## src/rtl/mips_pkg.sv

```systemverilog
// Shared definitions for the instruction-memory boot loader.
package mips_pkg;

   localparam int INSTR_WIDTH = 32;
   localparam int IMEM_DEPTH  = 256;

   typedef enum logic [1:0] {
      IDLE  = 2'd0,
      RECV  = 2'd1,
      WRITE = 2'd2,
      CSUM  = 2'd3
   } loader_state_e;

endpackage

```

## src/rtl/imem_word_packer.sv

```systemverilog
// Big-endian byte-to-word packer with running XOR checksum.
module imem_word_packer
   import mips_pkg::*;
(
   input  logic                   clk,
   input  logic                   rst,
   input  logic                   clear,
   input  logic                   byte_en,
   input  logic [7:0]             byte_in,
   output logic [INSTR_WIDTH-1:0] word_next,
   output logic [7:0]             csum,
   output logic                   word_full
);

   localparam int NUM_BYTES = INSTR_WIDTH / 8;

   logic [INSTR_WIDTH-1:0] word_reg;
   logic [1:0]             byte_cnt_reg;
   logic [7:0]             csum_reg;

   // word_next already contains the byte being accepted, so the loader can
   // register the complete word on the same edge as the final handshake.
   generate
      for (genvar gi = 0; gi < NUM_BYTES; gi++) begin : g_lane
         if (gi == 0) begin : g_low
            assign word_next[7:0] = byte_in;
         end else begin : g_shift
            assign word_next[8*gi +: 8] = word_reg[8*(gi-1) +: 8];
         end
      end
   endgenerate

   always_ff @(posedge clk) begin
      if (rst || clear) begin
         word_reg     <= '0;
         byte_cnt_reg <= 2'd0;
         csum_reg     <= 8'd0;
      end else if (byte_en) begin
         word_reg     <= word_next;
         byte_cnt_reg <= byte_cnt_reg + 2'd1;
         csum_reg     <= csum_reg ^ byte_in;
      end
   end

   assign csum      = csum_reg;
   assign word_full = byte_en && (byte_cnt_reg == 2'd3);

endmodule

```

## src/rtl/imem_loader.sv

```systemverilog
// Boot loader: packs a byte stream into instruction memory, verifies an XOR
// checksum, and releases the core from reset only after a clean load.
module imem_loader
   import mips_pkg::*;
#(
   parameter int ADDR_WIDTH = $clog2(IMEM_DEPTH),
   parameter int DATA_WIDTH = INSTR_WIDTH
)(
   input  logic                  clk,
   input  logic                  rst,
   input  logic                  start,
   input  logic [ADDR_WIDTH:0]   len_words,
   input  logic                  s_valid,
   input  logic [7:0]            s_data,
   output logic                  s_ready,
   output logic                  mem_we,
   output logic [31:0]           mem_addr,
   output logic [DATA_WIDTH-1:0] mem_wdata,
   output logic                  cpu_rst,
   output logic                  busy,
   output logic                  done,
   output logic                  error
);

   localparam int ADDR_PAD = 32 - ADDR_WIDTH - 2;

   loader_state_e         state_reg, state_next;
   logic [ADDR_WIDTH-1:0] word_idx_reg, word_idx_next;
   logic [ADDR_WIDTH:0]   len_reg, len_next;
   logic                  s_ready_reg, s_ready_next;
   logic                  mem_we_reg, mem_we_next;
   logic [31:0]           mem_addr_reg, mem_addr_next;
   logic [DATA_WIDTH-1:0] mem_wdata_reg, mem_wdata_next;
   logic                  cpu_rst_reg, cpu_rst_next;
   logic                  busy_reg, busy_next;
   logic                  done_reg, done_next;
   logic                  error_reg, error_next;

   logic                  hs, len_legal, last_word;
   logic                  pk_clear, pk_byte_en, pk_word_full;
   logic [DATA_WIDTH-1:0] pk_word;
   logic [7:0]            pk_csum;

   assign hs         = s_valid && s_ready_reg;
   assign pk_byte_en = hs && (state_reg == RECV);
   // Legal lengths are 1..2^ADDR_WIDTH: with the top bit set only the exact
   // power of two is allowed.
   assign len_legal  = (len_words != '0) &&
                       (!len_words[ADDR_WIDTH] || (len_words[ADDR_WIDTH-1:0] == '0));
   assign last_word  = ({1'b0, word_idx_reg} == (len_reg - (ADDR_WIDTH+1)'(1)));

   imem_word_packer u_packer (
      .clk       (clk),
      .rst       (rst),
      .clear     (pk_clear),
      .byte_en   (pk_byte_en),
      .byte_in   (s_data),
      .word_next (pk_word),
      .csum      (pk_csum),
      .word_full (pk_word_full)
   );

   always_comb begin
      state_next     = state_reg;
      word_idx_next  = word_idx_reg;
      len_next       = len_reg;
      mem_we_next    = 1'b0;
      mem_addr_next  = mem_addr_reg;
      mem_wdata_next = mem_wdata_reg;
      cpu_rst_next   = cpu_rst_reg;
      busy_next      = busy_reg;
      done_next      = 1'b0;
      error_next     = error_reg;
      pk_clear       = 1'b0;

      case (state_reg)
         IDLE: begin
            if (start) begin
               cpu_rst_next = 1'b1;
               if (len_legal) begin
                  len_next      = len_words;
                  word_idx_next = '0;
                  pk_clear      = 1'b1;
                  error_next    = 1'b0;
                  busy_next     = 1'b1;
                  state_next    = RECV;
               end else begin
                  done_next  = 1'b1;
                  error_next = 1'b1;
               end
            end
         end
         RECV: begin
            if (pk_word_full) begin
               mem_we_next    = 1'b1;
               mem_addr_next  = {{ADDR_PAD{1'b0}}, word_idx_reg, 2'b00};
               mem_wdata_next = pk_word;
               state_next     = WRITE;
            end
         end
         WRITE: begin
            if (last_word) begin
               state_next = CSUM;
            end else begin
               word_idx_next = word_idx_reg + ADDR_WIDTH'(1);
               state_next    = RECV;
            end
         end
         CSUM: begin
            if (hs) begin
               done_next  = 1'b1;
               busy_next  = 1'b0;
               state_next = IDLE;
               if (s_data == pk_csum) begin
                  error_next   = 1'b0;
                  cpu_rst_next = 1'b0;
               end else begin
                  error_next   = 1'b1;
                  cpu_rst_next = 1'b1;
               end
            end
         end
         default: state_next = IDLE;
      endcase

      s_ready_next = (state_next == RECV) || (state_next == CSUM);
   end

   always_ff @(posedge clk) begin
      if (rst) begin
         state_reg     <= IDLE;
         word_idx_reg  <= '0;
         len_reg       <= '0;
         s_ready_reg   <= 1'b0;
         mem_we_reg    <= 1'b0;
         mem_addr_reg  <= '0;
         mem_wdata_reg <= '0;
         cpu_rst_reg   <= 1'b1;
         busy_reg      <= 1'b0;
         done_reg      <= 1'b0;
         error_reg     <= 1'b0;
      end else begin
         state_reg     <= state_next;
         word_idx_reg  <= word_idx_next;
         len_reg       <= len_next;
         s_ready_reg   <= s_ready_next;
         mem_we_reg    <= mem_we_next;
         mem_addr_reg  <= mem_addr_next;
         mem_wdata_reg <= mem_wdata_next;
         cpu_rst_reg   <= cpu_rst_next;
         busy_reg      <= busy_next;
         done_reg      <= done_next;
         error_reg     <= error_next;
      end
   end

   assign s_ready   = s_ready_reg;
   assign mem_we    = mem_we_reg;
   assign mem_addr  = mem_addr_reg;
   assign mem_wdata = mem_wdata_reg;
   assign cpu_rst   = cpu_rst_reg;
   assign busy      = busy_reg;
   assign done      = done_reg;
   assign error     = error_reg;

endmodule

```

## config.mk

```make
export PLATFORM = sky130hd
export DESIGN_NAME = imem_loader
export DESIGN_NICKNAME = d
export VERILOG_FILES = /design/src/rtl/mips_pkg.sv /design/src/rtl/imem_word_packer.sv /design/src/rtl/imem_loader.sv
export SDC_FILE = /design/constraint.sdc
export NUM_CORES = 1
export LEC_CHECK = 0
export CAP_MARGIN = 20
export CORE_UTILIZATION = 57
export CTS_BUF_LIST = sky130_fd_sc_hd__clkbuf_8
export CTS_CLUSTER_SIZE = 8
export DETAILED_ROUTE_END_ITERATION = 8
export PLACE_DENSITY_LB_ADDON = 0.15
export SLEW_MARGIN = 20
export SYNTH_ARGS = -nofsm -noshare
export SYNTH_HDL_FRONTEND = slang
export SYNTH_SLANG_ARGS = --single-unit
export TNS_END_PERCENT = 10
```

## constraint.sdc

```tcl
create_clock -name clk -period 4.35 [get_ports clk]
set_input_delay 0.6525 -clock clk [delete_from_list [all_inputs] [get_ports clk]]
set_output_delay 0.6525 -clock clk [all_outputs]
set_load 0.03 [all_outputs]
```

==> summary.txt <==
Timing
  – Fmax: 341 MHz
  – Setup violators final: 0
  – Worst Tran Pin Value: 934 ps
  – Worst rel slew slack: 37.5%
  – Setup Skew: 11.3 ps
  – Crit path time final: 2930 ps
  – RSZ-0062 raised after global routing: no
  – Setup TNS Final: 0 ps
  – Slew Limit Fails: 0
  – Final period utilization: 67.3%
  – Min Hold Slack: 457 ps
  – Final hold vios: 0

Synth
  – Mapped Area: 4410 sq um
  – Avg Cell Area, Syn: 8.35 sq um
  – Share of the yosys chip area belonging to registers: 44.9%
  – Post-synth EDFFs: 0
  – Cells after Synth: 528
  – Post-synth ARST share: 0%
  – Syn. warnings: 0
  – Distinct cells, synth: 52
  – Yosys reg bits: 99
  – Top_reg_cell synth: dfxtp_1

Routing
  – Post-route ant nets: 0
  – Vias: 3549
  – DRT Pass-1 Iters: 4
  – DR WL/cell: 13.4 um
  – Starting DRT DRC Count: 140
  – DR vias/cell: 5.20
  – WL final: 9150 um
  – DRC: 0

Worst setup path
  – Worst-path maximum fanout: 11
  – Reg2Reg Setup Slack: 1840 ps
  – Slowest cell on crit path: or4_4
  – Top delay family on crit path: simple AND/OR/NAND/NOR gates
  – Critical Path Source: len_words[4]
  – Worst Setup End Kind: register
  – CP bufs+invs: 2
  – CP arrival: 3220 ps
  – Worst Path Required: 4640 ps
  – Crit path to: word_idx_reg[4]
  – Critical-path cell list: clkdlybuf4s50_1, or4_4, nor3_1, or2_4, nor2_2, buf_4, a21oi_1, nand2_1, mux2i_1
  – Crit Path Category: input pin to register
  – R2R depth: 8
  – WP depth: 9
  – Worst setup SP type: input pin
  – Crit-path max cell delay: 580 ps
  – Reg2reg end: mem_wdata[13]
  – Worst r2r src: state_reg[1]

Floorplanning
  – Die height: 90.0 um
  – Die W: 90.0 um
  – Die ar.: 8090 sq um
  – FP Rows: 31
  – Core area: 7370 sq um
  – # IOs: 91
  – Starting density of the core: 59.8%

Placement
  – GPL Wtd Cong: 0.789
  – Cell Area, Placed: 4970 sq um
  – Buffers on Ports: 66
  – HPWL Detailed: 6430 um

Cells and area
  – Fillers: 601
  – Layout Nets: 607
  – Design Area, Final: 5180 sq um
  – Share of cells above drive strength 1: 9.08%
  – ANT cells: 0
  – Max reg flops: 32
  – Layout area overhead: 17.6%

Clock network
  – CTS max path bufs: 2
  – Latest clock arrival within the worst-skew pair: 360 ps
  – Hold_buf cts: 0
  – H-tree Lvls: 3
  – Setup Buffers After CTS: 0
  – Clock Sinks: 99
  – TritonCTS clock tree: done
  – Num CTS Buffers: 9
  – CTS Root Cell: clkbuf_8
  – Clk slew on worst S/H paths: 100 ps
  – Post-CTS sizing: 0

Power
  – Maximum vdd ir drop: 0.232 mV
  – Overall Power: 1950 uW
  – Pleak: 0.00187 uW
  – PwrDens: 376 nW/um^2

Global route
  – Initial antenna violation count: 0
  – Number of global-route vias before repair: 3451
  – Grt ovf: 0
  – GRT Overall Usage: 23.7%
  – Largest net degree at the start of global routing: 42
  – First-pass GRT wire length: 15700 um

Hold path
  – Hold Path Class: register to register

Outcome
  – Status: finished clean

Flow run
  – Max cap viols: 0
-- worst register-to-register path, cell delays in order (launching register included) --
cell	delay [ps]
dfxtp_1	350
inv_1	110
ha_1	240
and3_1	170
buf_4	290
and2_1	640
buf_4	370
nand2_1	130
a21oi_1	140
-- synth_stat cells (all sizes together), types with 13 or more instances --
master / instances / area share (%)
mux2i: 13 / 3.0
buf: 36 / 6.2
dfxtp: 99 / 45
a21oi: 76 / 10
nand2: 144 / 12
nor2: 26 / 2.3
clkbuf: 19 / 1.6
xor2: 21 / 4.2
-- cell usage in the layout (no fill, tap or decap), drive strengths merged, types with 5 or more instances in the layout --
cell type,count
mux2i,13
nor3,5
buf,7
dfxtp,99
ha,7
o21ai,7
nor4,5
a21oi,76
conb,24
nand2b,5
nand2,144
nand4,5
inv,9
nor2,26
clkdlybuf4s50,65
xor2,21
clkbuf,10
xnor2,7
nand3,7
-- cell families (layout without fill, tap and decap cells) --
group,after synthesis,in the layout,synth area share [%]
buffers and inverters,62,95,8.45
XOR/XNOR,28,28,5.56
AO/OA/AOI/OAI,102,102,14.8
AND/OR/NAND/NOR,216,216,21.2
adder cells (fa/ha/maj),7,7,1.99
flip-flops,99,99,44.9
other,1,24,0.0850
multiplexers,13,13,2.95
-- cell type report --
type                    count  area [sq um]  share of cell area [%]
multi-input cells         390          2140                    41.3
clock inverters             6          72.6                    1.40
flip-flops and latches     99          1980                    38.2
well taps                  99           124                    2.39
repair buffers             72           701                    13.5
inverters                   7          26.3                   0.507
clock buffers              10           138                    2.65
-- routing by layer --
metal | routed length, um | GRT usage (%)
met5 | 0 | 0
met1 | 4040 | 27.9
met3 | 260 | 3.21
met2 | 4720 | 43.6
met4 | 126 | 9.14
-- metrics by stage --
| stage | utilization [%] | cells | setup slack, ps |
|---|---|---|---|
| global route | 70.4 | 683 | 1150 |
| global placement | 67.5 | 667 | 1160 |
| CTS | 70.4 | 683 | 1470 |
| finish | 70.4 | 683 | 1420 |
| detailed placement | 67.5 | 667 | 1100 |
| floorplan | - | 551 | 1870 |
-- how the worst min path moves through the flow --
stage	startpoint	to	slack [ps]	cells after the start
CTS	mem_wdata[30]	mem_wdata[30]	460	2
global route	mem_wdata[30]	mem_wdata[30]	470	2
floorplan	u_packer.word_reg[16]	mem_wdata[24]	430	2
finish	u_packer.word_reg[20]	mem_wdata[28]	460	2
detailed placement	mem_wdata[30]	mem_wdata[30]	450	2
global placement	mem_addr[6]	mem_addr[6]	440	2
-- power by group --
part	leakage, uW	internal [uW]	switching (uW)
clock	0.000109	289	324
sequential	0.000799	936	34.0
combinational	0.000961	140	227
Note: power is estimated with default switching activity, not from simulation.
